**config.mk**
```make
export PLATFORM = sky130hd
export DESIGN_NAME = mem_arbiter
export DESIGN_NICKNAME = d
export VERILOG_FILES = /design/src/rtl/mem_arbiter_pkg.sv /design/src/rtl/mem_arbiter_pick.sv /design/src/rtl/mem_arbiter.sv
export SDC_FILE = /design/constraint.sdc
export NUM_CORES = 1
export LEC_CHECK = 0
export CAP_MARGIN = 0
export CORE_ASPECT_RATIO = 1.75
export CORE_MARGIN = 1.5
export CORE_UTILIZATION = 42
export CTS_BUF_LIST = sky130_fd_sc_hd__clkbuf_2
export CTS_CLUSTER_DIAMETER = 120
export DETAILED_ROUTE_END_ITERATION = 12
export GPL_ROUTABILITY_DRIVEN = 0
export PLACE_DENSITY = 0.83
export SETUP_SLACK_MARGIN = 0.2
export SLEW_MARGIN = 20
export SYNTH_ARGS = -nofsm -noshare
export SYNTH_HDL_FRONTEND = slang
export SYNTH_HIERARCHICAL = 1
export SYNTH_SLANG_ARGS = --single-unit
```
**constraint.sdc**
```tcl
create_clock -name clk -period 5.4 [get_ports clk]
set_input_delay 0.81 -clock clk [delete_from_list [all_inputs] [get_ports clk]]
set_output_delay 0.81 -clock clk [all_outputs]
set_load 0.01 [all_outputs]
```
**src/rtl/mem_arbiter_pkg.sv**
```systemverilog
// Shared definitions for the memory arbiter: state encoding, length codes and I/O decode.
package mem_arbiter_pkg;

    localparam int unsigned AddrLen = 32;
    localparam int unsigned DataLen = 32;
    localparam int unsigned MemLen  = 18;

    localparam logic [1:0] LenByte = 2'd0;
    localparam logic [1:0] LenHalf = 2'd1;
    localparam logic [1:0] LenWord = 2'd3;

    localparam logic [AddrLen-1:0] IoBase = 32'h0003_0000;

    typedef enum logic [1:0] {
        ArbIdle,
        ArbIssue,
        ArbWait,
        ArbResp
    } arb_state_e;

    // I/O space is the top window selected by the two highest memory address bits.
    function automatic logic is_io(input logic [AddrLen-1:0] addr,
                                   input logic [AddrLen-1:0] base);
        return addr[MemLen-1 -: 2] == base[MemLen-1 -: 2];
    endfunction

endpackage

```
**src/rtl/mem_arbiter_pick.sv**
```systemverilog
// Combinational eligibility check and grant selection between icache and LSB.
module arb_pick #(
    parameter int unsigned StarveLimit = 4
) (
    input  logic       icache_req,
    input  logic       lsb_req,
    input  logic       lsb_type,
    input  logic       lsb_is_io,
    input  logic       io_buffer_full,
    input  logic       clear,
    input  logic [2:0] skip_cnt,
    output logic       grant_icache,
    output logic       grant_lsb
);

    logic icache_ok;
    logic lsb_ok;
    logic starved;

    assign icache_ok = icache_req && !clear;
    // Stores are already committed, so a flush does not block them.
    assign lsb_ok    = lsb_req && !(lsb_type && lsb_is_io && io_buffer_full) &&
                       (lsb_type || !clear);
    assign starved   = 32'(skip_cnt) >= StarveLimit;

    assign grant_icache = icache_ok && (!lsb_ok || starved);
    assign grant_lsb    = lsb_ok && !grant_icache;

endmodule

```
**src/rtl/mem_arbiter.sv**
```systemverilog
// Single-outstanding arbiter between icache, LSB and the byte-serial memory controller.
// Optional icache starvation guard enabled by defining ARB_STARVE_GUARD_EN.
module mem_arbiter
    import mem_arbiter_pkg::*;
#(
    parameter int unsigned        STARVE_LIMIT = 4,
    parameter logic [AddrLen-1:0] IO_BASE      = IoBase
) (
    input  logic               clk,
    input  logic               reset,
    input  logic               ready,
    input  logic               clear,
    input  logic               io_buffer_full,
    input  logic               icache_req,
    input  logic [AddrLen-1:0] icache_addr,
    output logic               icache_done,
    output logic [DataLen-1:0] icache_ins,
    input  logic               lsb_req,
    input  logic               lsb_type,
    input  logic [AddrLen-1:0] lsb_addr,
    input  logic [1:0]         lsb_len,
    input  logic [DataLen-1:0] lsb_wdata,
    output logic               lsb_done,
    output logic [DataLen-1:0] lsb_rdata,
    output logic               mc_valid,
    output logic               mc_type,
    output logic [AddrLen-1:0] mc_addr,
    output logic [1:0]         mc_len,
    output logic [DataLen-1:0] mc_wdata,
    input  logic               mc_done,
    input  logic [DataLen-1:0] mc_rdata
);

    arb_state_e         state_q, state_d;
    logic               squash_q, squash_d;
    logic               owner_lsb_q, owner_lsb_d;
    logic               type_q, type_d;
    logic [AddrLen-1:0] addr_q, addr_d;
    logic [1:0]         len_q, len_d;
    logic [DataLen-1:0] wdata_q, wdata_d;
    logic [DataLen-1:0] ins_q, ins_d;
    logic [DataLen-1:0] rdata_q, rdata_d;
    logic [2:0]         skip_cnt;
    logic               grant_icache, grant_lsb;
    logic               squashable, squash_now, resp_ok;

`ifdef ARB_STARVE_GUARD_EN
    logic [2:0] skip_q, skip_d;

    assign skip_cnt = skip_q;

    always_comb begin
        skip_d = skip_q;
        if (state_q == ArbIdle) begin
            if (grant_icache) begin
                skip_d = 3'd0;
            end else if (grant_lsb && icache_req && skip_q != 3'd7) begin
                skip_d = skip_q + 3'd1;
            end
        end
    end

    always_ff @(posedge clk or posedge reset) begin
        if (reset) begin
            skip_q <= 3'd0;
        end else if (ready) begin
            skip_q <= skip_d;
        end
    end
`else
    assign skip_cnt = 3'd0;
`endif

    arb_pick #(
        .StarveLimit(STARVE_LIMIT)
    ) u_arb_pick (
        .icache_req    (icache_req),
        .lsb_req       (lsb_req),
        .lsb_type      (lsb_type),
        .lsb_is_io     (is_io(lsb_addr, IO_BASE)),
        .io_buffer_full(io_buffer_full),
        .clear         (clear),
        .skip_cnt      (skip_cnt),
        .grant_icache  (grant_icache),
        .grant_lsb     (grant_lsb)
    );

    // Only fetches and loads are speculative; stores always complete.
    assign squashable = !owner_lsb_q || !type_q;
    assign squash_now = squash_q || (clear && squashable);

    always_comb begin
        state_d     = state_q;
        squash_d    = squash_q;
        owner_lsb_d = owner_lsb_q;
        type_d      = type_q;
        addr_d      = addr_q;
        len_d       = len_q;
        wdata_d     = wdata_q;
        ins_d       = ins_q;
        rdata_d     = rdata_q;
        unique case (state_q)
            ArbIdle: begin
                squash_d = 1'b0;
                if (grant_lsb) begin
                    owner_lsb_d = 1'b1;
                    type_d      = lsb_type;
                    addr_d      = lsb_addr;
                    len_d       = lsb_len;
                    wdata_d     = lsb_wdata;
                    state_d     = ArbIssue;
                end else if (grant_icache) begin
                    owner_lsb_d = 1'b0;
                    type_d      = 1'b0;
                    addr_d      = icache_addr;
                    len_d       = LenWord;
                    wdata_d     = '0;
                    state_d     = ArbIssue;
                end
            end
            ArbIssue: begin
                squash_d = squash_now;
                state_d  = ArbWait;
            end
            ArbWait: begin
                squash_d = squash_now;
                if (mc_done) begin
                    state_d = ArbResp;
                    if (!squash_now) begin
                        if (owner_lsb_q) begin
                            rdata_d = mc_rdata;
                        end else begin
                            ins_d = mc_rdata;
                        end
                    end
                end
            end
            ArbResp: begin
                squash_d = 1'b0;
                state_d  = ArbIdle;
            end
            default: state_d = ArbIdle;
        endcase
    end

    always_ff @(posedge clk or posedge reset) begin
        if (reset) begin
            state_q     <= ArbIdle;
            squash_q    <= 1'b0;
            owner_lsb_q <= 1'b0;
            type_q      <= 1'b0;
            addr_q      <= '0;
            len_q       <= 2'd0;
            wdata_q     <= '0;
            ins_q       <= '0;
            rdata_q     <= '0;
        end else if (ready) begin
            state_q     <= state_d;
            squash_q    <= squash_d;
            owner_lsb_q <= owner_lsb_d;
            type_q      <= type_d;
            addr_q      <= addr_d;
            len_q       <= len_d;
            wdata_q     <= wdata_d;
            ins_q       <= ins_d;
            rdata_q     <= rdata_d;
        end
    end

    assign resp_ok     = (state_q == ArbResp) && !squash_now;
    assign icache_done = resp_ok && !owner_lsb_q;
    assign lsb_done    = resp_ok && owner_lsb_q;
    assign icache_ins  = ins_q;
    assign lsb_rdata   = rdata_q;
    assign mc_valid    = (state_q == ArbIssue);
    assign mc_type     = type_q;
    assign mc_addr     = addr_q;
    assign mc_len      = len_q;
    assign mc_wdata    = wdata_q;

    mc_done_in_window: assert property (@(posedge clk) disable iff (reset)
        (ready && mc_done) |-> (state_q == ArbWait || state_q == ArbResp));

endmodule

```
==> summary.txt, run 1 <==
Status
  – Status: finished, final reports clean

Power and ir drop
  – Part of the power in registers: 41.5%
  – Worst IR Drop VDD: 0.226 mV
  – Clk pwr share: 12.6%
  – Cell internal pwr: approximately 2.8 mW
  – Pwr/cell area: 482 nW/um^2
  – Combinational Power Share: 45.9%
  – Sw power: 1.34 mW
  – Leak pwr: 3.89 nW
  – Switching share of power: 32.4%

Yosys
  – Synth warn: 6
  – Distinct cell type count after synthesis: 31
  – Synth Instances: 395
  – Syn Std Cell Area: 5540 um^2
  – Avg Cell Area, Syn: 14.0 um^2
  – Sequential element share of the synthesized area: 60.9%
  – Seq cells post-synth: approximately 140

Drt
  – Routed via count: 4207
  – Via density: 4.94
  – DRC Markers: 0
  – Met3 WL: 850 um
  – WL met1: 5.45 mm
  – 1st-pass router iterations: 4
  – Met2 WL: 7.86 mm
  – Drt initial violations: 104
  – Antenna-violating nets left: 0
  – Routed len/inst: around 17 um
  – Uppermost layer routed: met4
  – Post-Route WL: 14.7 mm

STA
  – Fmax: approximately 320 MHz
  – Setup TNS Final: 0 ns
  – Clk_skew: between 0.03 and 0.04 ns
  – Slew margin rel.: 44.8%
  – Max-slew violations: 0
  – Worst Tran Pin Value: 0.829 ns
  – Min Tclk post-route: ~3.2 ns
  – Period utilisation layout: 58.6%
  – Final-report setup violation count: 0
  – Final worst slack: between 2 and 2.5 ns
  – RSZ-0062 raised after global routing: false
  – Final hold vios: 0

Placement
  – PortBufs: 272
  – Placed cells: 820
  – DP Worst Slack: 1.76 ns
  – Detailed placement HPWL: 11.3 mm

Min path
  – Hold wc startpoint: mc_addr[8]$_DFFE_PP0P_
  – Hold endpoint: mc_addr[8]$_DFFE_PP0P_
  – Hold Crit Class: flop to flop
  – Hold depth: 2

Global routing
  – First-pass GRT wire length: 23.9 mm
  – GR Overflow Total: 0
  – All-Layer GR Usage: 21.7%
  – Initial antenna violation count: 1
  – Vias in the first global route: 4721
  – Largest net degree at the start of global routing: 96

Final layout
  – Nets: just over 800
  – Core Util, Final: approximately 66%
  – Layout Cells excl Fill: 851
  – Layout area overhead: 55.1%
  – Most common cell after layout, fill and taps aside: clkdlybuf4s50_1
  – Most frequent cells in the layout: 272 x clkdlybuf4s50_1, 135 x dfrtp_1, 38 x nand2_1
  – Fraction of layout cells with a size suffix above 1: 15.3%

Clock network
  – CTS clk-pin slew, worst paths: about 0.18 ns
  – CTS Buf Count: 17
  – H-tree depth: 4
  – CTS root buf: clkbuf_2
  – CTS tree: built
  – Clock Sinks: 135
  – Maximum root-to-sink buffer count: 2
  – Postcts setup bufs: 0
  – Post_cts resized: 0
  – Hold Buf Count CTS: 0
  – Skew-Pair Late Insertion Delay: about 0.63 ns

Setup path
  – Reg-to-reg setup timing slack: about 3.4 ns
  – Data required, critical path: 4.59 ns
  – Worst-path fanout max: 7
  – Critical path endpoint category: output port
  – FF-to-FF path depth: 6
  – RR Endpoint: lsb_rdata[23]$_DFFE_PP0P_
  – Worst setup path startpoint: clear
  – Worst Setup Start Kind: input port
  – R2r startpoint: state_q[0]$_DFFE_PP0P_
  – Crit path kind: input port to output port
  – Crit path DAT: 2.36 ns

Floorplanning
  – Core Footprint: 12900 um^2
  – Die Y: 155 um
  – DIE AREA: 13900 um^2
  – Starting density of the core: 42.8%
  – # IOs: 273
  – Die X: 89.8 um
  – FP Rows: 55

Job
  – Max-cap viol count: 0
registers in the layout, indices dropped and copies added (netlist names):
register     cells
squash_q         1
mc_addr         32
state_q          2
owner_lsb_q      1
lsb_rdata       32
icache_ins      32
mc_type          1
mc_len           2
mc_wdata        32
worst max-delay path by stage:
stage,endpoint,cells after the start
2_1_floorplan,icache_ins[0]$_DFFE_PP0P_,1
3_3_place_gp,mc_wdata[31]$_DFFE_PP0P_,7
3_5_place_dp,mc_wdata[14]$_DFFE_PP0P_,7
4_1_cts,icache_done,3
5_1_grt,icache_done,3
6_report,icache_done,3
critical path: stages:
cell	delay [ns]
clkdlybuf4s50_1	0.53
nor4b_1	0.37
clkdlybuf4s50_1	0.64
power by group through the flow:
stage          logic, mW  clock network (mW)  registers (mW)
5_1_grt             2.03               0.587            1.78
3_5_place_dp        1.93                   0            1.74
2_1_floorplan      0.561                   0            1.91
3_3_place_gp        1.86                   0            1.72
6_report            1.90               0.523            1.72
4_1_cts             1.93               0.546            1.72
stage by stage:
| stage | hold WS, ns | area (um^2) | power (mW) |
|---|---|---|---|
| 3_5_place_dp | 0.471 | 8390 | 3.66 |
| 3_3_place_gp | 0.465 | 8390 | 3.58 |
| 4_1_cts | 0.510 | 8590 | 4.19 |
| 5_1_grt | 0.529 | 8590 | 4.39 |
| 6_report | 0.506 | 8590 | 4.15 |
| 2_1_floorplan | 0.511 | 5550 | 2.47 |
cells by family after synthesis:
group | Yosys count | share of synthesized area, %
buffers and inverters | 33 | 3.23
flip-flops | 135 | 60.9
AND/OR/NAND/NOR | 51 | 4.20
AO/OA/AOI/OAI | 74 | 9.66
multiplexers | 97 | 21.0
adder cells (fa/ha/maj) | 4 | 0.903
other | 1 | 0.0677
final cells by class:
class	count	area (um^2)
Clock buffer	18	90.1
Sequential cell	135	3380
Inverter	8	35.0
Clock inverter	12	106
Multi-Input combinational cell	228	2000
Antenna cell	1	2.50
Fill cell	1045	4340
Tap cell	171	214
Timing Repair Buffer	278	2770
routing by layer:
| metal | track usage, % | vias to the layer above |
|---|---|---|
| li1 | - | 1952 |
| met1 | 23.2 | 2011 |
| met2 | 39.2 | 208 |
| met3 | 5.72 | 36 |
| met4 | 11.3 | 0 |
| met5 | 0 | - |
synth_stat cells:
| library cell | n | area (um^2) |
|---|---|---|
| clkbuf_1 | 8 | 30.0 |
| and3_1 | 1 | 6.26 |
| o22a_1 | 2 | 17.5 |
| buf_4 | 6 | 45.0 |
| nand3_2 | 2 | 20.0 |
| mux2i_1 | 33 | 330 |
| ha_1 | 4 | 50.1 |
| o211ai_2 | 1 | 12.5 |
| mux2_2 | 32 | 360 |
| o21ai_0 | 32 | 160 |
| a221oi_1 | 1 | 8.76 |
| nand2_1 | 38 | 143 |
| buf_6 | 3 | 33.8 |
| conb_1 | 1 | 3.75 |
| mux2_4 | 30 | 450 |
| inv_1 | 8 | 30.0 |
| nor2_1 | 3 | 11.3 |
| dfrtp_1 | 135 | 3380 |
| a31oi_1 | 1 | 6.26 |
| nand2b_1 | 2 | 12.5 |
| a21oi_1 | 1 | 5.00 |
| and4b_1 | 2 | 20.0 |
| and2_1 | 1 | 6.26 |
| nand3_1 | 1 | 5.00 |
| o32a_1 | 1 | 10.0 |
| o2111a_1 | 1 | 11.3 |
| buf_2 | 8 | 40.0 |
| mux2_1 | 2 | 22.5 |
| a311oi_2 | 1 | 15.0 |
| nor4b_1 | 1 | 8.76 |
| a22o_1 | 33 | 289 |
Note: power is estimated with default switching activity, not from simulation.
==> run 2: changes to the inputs <==
==> constraint.sdc (replaced) <==
create_clock -name clk -period 3.2 [get_ports clk]
set_input_delay 0.48 -clock clk [delete_from_list [all_inputs] [get_ports clk]]
set_output_delay 0.48 -clock clk [all_outputs]
set_load 0.01 [all_outputs]
==> run 2 against run 1 <==
Compared with the run above: flip-flop and latch count did not move; die area did not move; wire length rose by 3.9%; global-route usage rose by 0.85 points; largest cell class unchanged; largest power group unchanged; clock power rose by 140%; critical path type is now flop to output port; sequential power rose by 70%; sequential share of layout area fell by 0.78 points.
==> summary.txt, run 2 (synthesized netlist as in run 1, its figures left out) <==
Min path
  – Hold Crit Class: input port to asynchronous set/reset pin (was flop to flop)

Drt
  – Antenna-violating nets left: 0 (unchanged)
  – 1st-pass router iterations: 5 (was 4)
  – DRC Markers: 0 (unchanged)
  – Drt initial violations: 162 (was 104)
  – Via density: 4.93 (was 4.94)
  – Routed via count: 4222 (was 4207)
  – Post-Route WL: 15.3 mm (was 14.7 mm)
  – Routed len/inst: 17.9 um (was 17.3 um)

Global routing
  – Vias in the first global route: 4663 (was 4721)
  – Largest net degree at the start of global routing: 64 (was 96)
  – Initial antenna violation count: 1 (unchanged)
  – GR Overflow Total: 0 (unchanged)
  – All-Layer GR Usage: 22.6% (was 21.7%)
  – First-pass GRT wire length: 24.5 mm (was 23.9 mm)

Floorplanning
  – Die X: 89.8 um (unchanged)
  – Starting density of the core: 42.8% (unchanged)
  – DIE AREA: 13900 um^2 (unchanged)
  – Core Footprint: 12900 um^2 (unchanged)
  – Die Y: 155 um (unchanged)
  – FP Rows: 55 (unchanged)
  – # IOs: 273 (unchanged)

Setup path
  – Crit path kind: flop to output port (was input port to output port)
  – Worst-path fanout max: 4 (was 7)
  – Crit path DAT: 2.11 ns (was 2.36 ns)
  – Critical path endpoint category: output port (unchanged)
  – Worst Setup Start Kind: flop (was input port)
  – Data required, critical path: 2.72 ns (was 4.59 ns)
  – Reg-to-reg setup timing slack: 1.00 ns (was 3.35 ns)

Status
  – Status: finished, final reports clean (unchanged)

Final layout
  – Most frequent cells in the layout: 272 x clkdlybuf4s50_1, 135 x dfrtp_1, 38 x nand2_1 (unchanged)
  – Number of fillers in the final layout: 1027 (was 1045)
  – Fraction of layout cells with a size suffix above 1: 15.9% (was 15.3%)
  – Nets: 814 (was 811)
  – Core Util, Final: 67.8% (was 66.4%)
  – Most common cell after layout, fill and taps aside: clkdlybuf4s50_1 (unchanged)
  – Layout area overhead: 58.2% (was 55.1%)
  – Layout Cells excl Fill: 856 (was 851)

STA
  – Period utilisation layout: 81.0%
  – Setup TNS Final: 0 ns (unchanged)
  – Final-report setup violation count: 0 (unchanged)
  – Min Tclk post-route: 2.59 ns
  – Clk_skew: 0.0369 ns (was 0.0382 ns)
  – Fmax: 386 MHz
  – Max-slew violations: 0 (unchanged)
  – Slew margin rel.: 36.5% (was 44.8%)
  – Worst Tran Pin Value: 0.948 ns (was 0.829 ns)
  – RSZ-0062 raised after global routing: false (unchanged)
  – Final hold vios: 0 (unchanged)

Clock network
  – CTS root buf: clkbuf_2 (unchanged)
  – CTS Buf Count: 17 (unchanged)
  – Postcts setup bufs: 0 (unchanged)
  – CTS clk-pin slew, worst paths: 0.21 ns (was 0.18 ns)
  – Skew-Pair Late Insertion Delay: 0.67 ns (was 0.63 ns)
  – Clock Sinks: 135 (unchanged)
  – CTS tree: built (unchanged)
  – Maximum root-to-sink buffer count: 2 (unchanged)
  – Hold Buf Count CTS: 0 (unchanged)
  – Post_cts resized: 0 (unchanged)
  – H-tree depth: 4 (unchanged)

Placement
  – PortBufs: 272 (unchanged)
  – Placed cells: 823 (was 820)
  – Detailed placement HPWL: 11.6 mm (was 11.3 mm)

Job
  – Max-cap viol count: 0 (unchanged)

Power and ir drop
  – Pwr/cell area: 846 nW/um^2 (was 482 nW/um^2)
  – Worst IR Drop VDD: 0.431 mV (was 0.226 mV)
  – Leak pwr: 3.98 nW (was 3.89 nW)
## run 2: changes by cell type in the layout (fill, tap and decap cells not counted), sizes merged
| cell | previous run | this run |
|---|---|---|
| inv | 9 | 11 |
| buf | 6 | 9 |
| clkbuf | 18 | 19 |
| clkinv | 7 | 2 |
| bufinv | 1 | 5 |
## run 2: path summary, 6_finish.rpt
check,startpoint,cells after the start,to
worst max-delay path,state_q[0]$_DFFE_PP0P_,3,icache_done
worst min-delay path,reset,2,lsb_rdata[4]$_DFFE_PP0P_
worst max register to register,state_q[0]$_DFFE_PP0P_,6,lsb_rdata[2]$_DFFE_PP0P_
worst min register to register,mc_addr[8]$_DFFE_PP0P_,2,mc_addr[8]$_DFFE_PP0P_
max in group asynchronous,reset,3,mc_addr[8]$_DFFE_PP0P_
min in group clk,lsb_wdata[10],2,mc_wdata[10]$_DFFE_PP0P_
## run 2: per-layer routing
metal	part of all wire (%)	global-route usage, %	up-vias
met5	0	0	-
met4	3.9	10.3	0
met3	6.0	7.14	44
met2	55	41.9	201
met1	35	22.9	2023
li1	-	-	1954
## run 2: power by group
part / total [mW] / internal, mW / switching (mW)
logic: 3.23 / 2.02 / 1.21
registers: 2.93 / 2.45 / 0.479
clock network: 1.25 / 0.610 / 0.644
## run 2: metrics by stage
stage	total power, mW	hold slack [ns]	cell area (um^2)	setup WS (ns)
2_1_floorplan	4.18	0.511	5550	1.04
3_3_place_gp	6.06	0.463	8450	0.436
3_5_place_dp	6.22	0.473	8450	0.346
4_1_cts	7.50	0.269	8770	0.542
5_1_grt	7.85	0.278	8770	0.383
6_report	7.42	0.319	8770	0.609
## run 2: layout make-up
cell class                 count  area, um^2  share of cell area [%]
clock inverter                13         218                    2.48
tap                          171         214                    2.44
inverter                       8        33.8                   0.385
sequential                   135        3380                    38.5
antenna                        1        2.50                  0.0285
clock buffer                  19        95.1                    1.08
multi-input combinational    228        2000                    22.8
timing repair buffer         281        2830                    32.2
## run 2: critical path: stages, from the launching register on
cell and delay [ns]:
dfrtp_1 0.44, ha_1 0.18, nor4b_1 0.24, clkdlybuf4s50_1 0.62
==> run 3: changes to the inputs <==
==> constraint.sdc (replaced) <==
create_clock -name clk -period 2.5 [get_ports clk]
set_input_delay 0.375 -clock clk [delete_from_list [all_inputs] [get_ports clk]]
set_output_delay 0.375 -clock clk [all_outputs]
set_load 0.01 [all_outputs]
==> run 3 against run 2 <==
Compared with the run above: sequential share of layout area is 0.18 points lower; sequential power rose by 27%; non-clock buffer count rose by 4; largest cell class unchanged; flip-flop and latch count unchanged; cell count increased by 0.35%; die area did not move; count of clock-buffer cells in the layout down 1; wire length is 3.1% lower; register-to-register slack worse by 0.38 ns; highest routed layer unchanged.
==> summary.txt, run 3 (synthesized netlist as in run 1, its figures left out) <==
Job
  – Max-cap viol count: 0 (unchanged)

Clock network
  – H-tree depth: 4 (unchanged)
  – CTS root buf: clkbuf_2 (unchanged)
  – Clock Sinks: 135 (unchanged)
  – CTS clk-pin slew, worst paths: 0.20 ns (was 0.21 ns)
  – CTS tree: built (unchanged)
  – Skew-Pair Late Insertion Delay: 0.63 ns (was 0.67 ns)
  – Hold Buf Count CTS: 0 (unchanged)
  – Maximum root-to-sink buffer count: 2 (unchanged)
  – CTS Buf Count: 17 (unchanged)

Power and ir drop
  – Pwr/cell area: 1060 nW/um^2 (was 846 nW/um^2)
  – Worst IR Drop VDD: 0.543 mV (was 0.431 mV)
  – Total power: 9.37 mW (was 7.42 mW)
  – Leak pwr: 4.01 nW (was 3.98 nW)

STA
  – Final Hold Slack: 0.123 ns (was 0.319 ns)
  – Final-report setup violation count: 0 (unchanged)
  – Final worst slack: 0.389 ns (was 0.609 ns)
  – Slew margin rel.: 59.7% (was 36.5%)
  – RSZ-0062 raised after global routing: false (unchanged)
  – Max-slew violations: 0 (unchanged)
  – Fmax: 474 MHz
  – Final hold vios: 0 (unchanged)
  – Period utilisation layout: 84.4%
  – Worst Tran Pin Value: 0.603 ns (was 0.948 ns)
  – Min Tclk post-route: between 2 and 2.5 ns
  – Setup TNS Final: 0 ns (unchanged)
  – Clk_skew: 0.0233 ns (was 0.0369 ns)

Floorplanning
  – FP Rows: 55 (unchanged)
  – Starting density of the core: 42.8% (unchanged)
  – DIE AREA: 13900 um^2 (unchanged)
  – # IOs: 273 (unchanged)
  – Die X: 89.8 um (unchanged)
  – Core Footprint: 12900 um^2 (unchanged)
  – Die Y: 155 um (unchanged)

Global routing
  – Largest net degree at the start of global routing: 65 (was 64)
  – Vias in the first global route: 4627 (was 4663)
  – All-Layer GR Usage: 21.8% (was 22.6%)
  – Initial antenna violation count: 1 (unchanged)
  – First-pass GRT wire length: 23.8 mm (was 24.5 mm)
  – GR Overflow Total: 0 (unchanged)

Final layout
  – Fraction of layout cells with a size suffix above 1: 16.3% (was 15.9%)
  – Nets: 818 (was 814)
  – Most frequent cells in the layout: 269 x clkdlybuf4s50_1, 135 x dfrtp_1, 38 x nand2_1 (was 272 x clkdlybuf4s50_1, 135 x dfrtp_1, 38 x nand2_1)
  – Layout area overhead: 58.9% (was 58.2%)
  – Most common cell after layout, fill and taps aside: clkdlybuf4s50_1 (unchanged)
  – Fin area: 8810 um^2 (was 8770 um^2)
  – Core Util, Final: 68.1% (was 67.8%)
  – Layout Cells excl Fill: 859 (was 856)

Setup path
  – Worst Setup Start Kind: flop (unchanged)
  – Worst path slowest cell: dfrtp_1 (was clkdlybuf4s50_1)
  – Crit path DAT: 1.74 ns (was 2.11 ns)
  – Worst-path fanout max: 6 (was 4)
  – Crit-path cells: nor4b_2 > dlygate4sd2_1 (was ha_1 > nor4b_1 > clkdlybuf4s50_1)
  – Critical path endpoint category: output port (unchanged)
  – Crit path kind: flop to output port (unchanged)
  – Critical Path Max Stage Delay: 0.50 ns (was 0.62 ns)
  – Data required, critical path: 2.12 ns (was 2.72 ns)

Drt
  – Met3 WL: 898 um (was 922 um)
  – DRC Markers: 0 (unchanged)
  – Via density: 4.92 (was 4.93)
  – Routed len/inst: 17.3 um (was 17.9 um)
  – Uppermost layer routed: met4 (unchanged)
  – Drt initial violations: 155 (was 162)
  – WL met1: 5.30 mm (was 5.42 mm)
  – Met2 WL: 8.06 mm (was 8.35 mm)
  – Routed via count: 4224 (was 4222)
  – Post-Route WL: 14.8 mm (was 15.3 mm)
  – Antenna-violating nets left: 0 (unchanged)
  – 1st-pass router iterations: 4 (was 5)

Placement
  – Placed cells: 824 (was 823)
  – Placed cell area: 8500 um^2 (was 8450 um^2)
  – DP Worst Slack: 0.0885 ns (was 0.346 ns)
  – PortBufs: 272 (unchanged)
  – Detailed placement HPWL: 11.5 mm (was 11.6 mm)

Status
  – Status: finished, final reports clean (unchanged)

Min path
  – Hold Crit Class: input port to asynchronous set/reset pin (unchanged)
## run 3: per-layer routing
layer  track usage (%)  up-vias
li1                  -     1967
met3              6.01       35
met5                 0        -
met1              23.0     2032
met2              39.9      190
met4              10.2        0
## run 3: area by class of cell
class                      count  area, um^2
antenna                        1        2.50
clock buffer                  18        90.1
clock inverter                13         194
fill                         991        4130
inverter                       8        33.8
multi-input combinational    228        2010
sequential                   135        3380
tap                          171         214
timing repair buffer         285        2890
## run 3: path summary, 6_finish.rpt
| path | start | endpoint | slack (ns) | depth (start not counted) |
|---|---|---|---|---|
| worst max-delay path | owner_lsb_q$_DFFE_PP0P_ | icache_done | 0.39 | 2 |
| worst min-delay path | reset | icache_ins[3]$_DFFE_PP0P_ | 0.12 | 2 |
| worst max register to register | state_q[0]$_DFFE_PP0P_ | lsb_rdata[27]$_DFFE_PP0P_ | 0.62 | 7 |
| worst min register to register | mc_addr[31]$_DFFE_PP0P_ | mc_addr[31]$_DFFE_PP0P_ | 0.51 | 2 |
| max in group asynchronous | reset | mc_wdata[20]$_DFFE_PP0P_ | 1.71 | 3 |
| min in group clk | lsb_len[1] | mc_len[1]$_DFFE_PP0P_ | 0.32 | 2 |
## run 3: worst max-delay path, delay by kind of cell (launching register included)
| kind | cells | cell delay, ns |
|---|---|---|
| flops | 1 | 0.50 |
| simple gates | 1 | 0.30 |
| buf+inv | 1 | 0.34 |
## run 3: what timing repair did
action	in CTS	in global routing
hold endpoints to repair	0	0
setup endpoints to repair	3	1
setup buffers	3	0
gates resized for setup	3	1
## run 3: power breakdown
group	total (mW)	switching, mW	internal (mW)
Clock	1.48	0.804	0.676
Sequential	3.72	0.576	3.14
Combinational	4.18	1.57	2.61
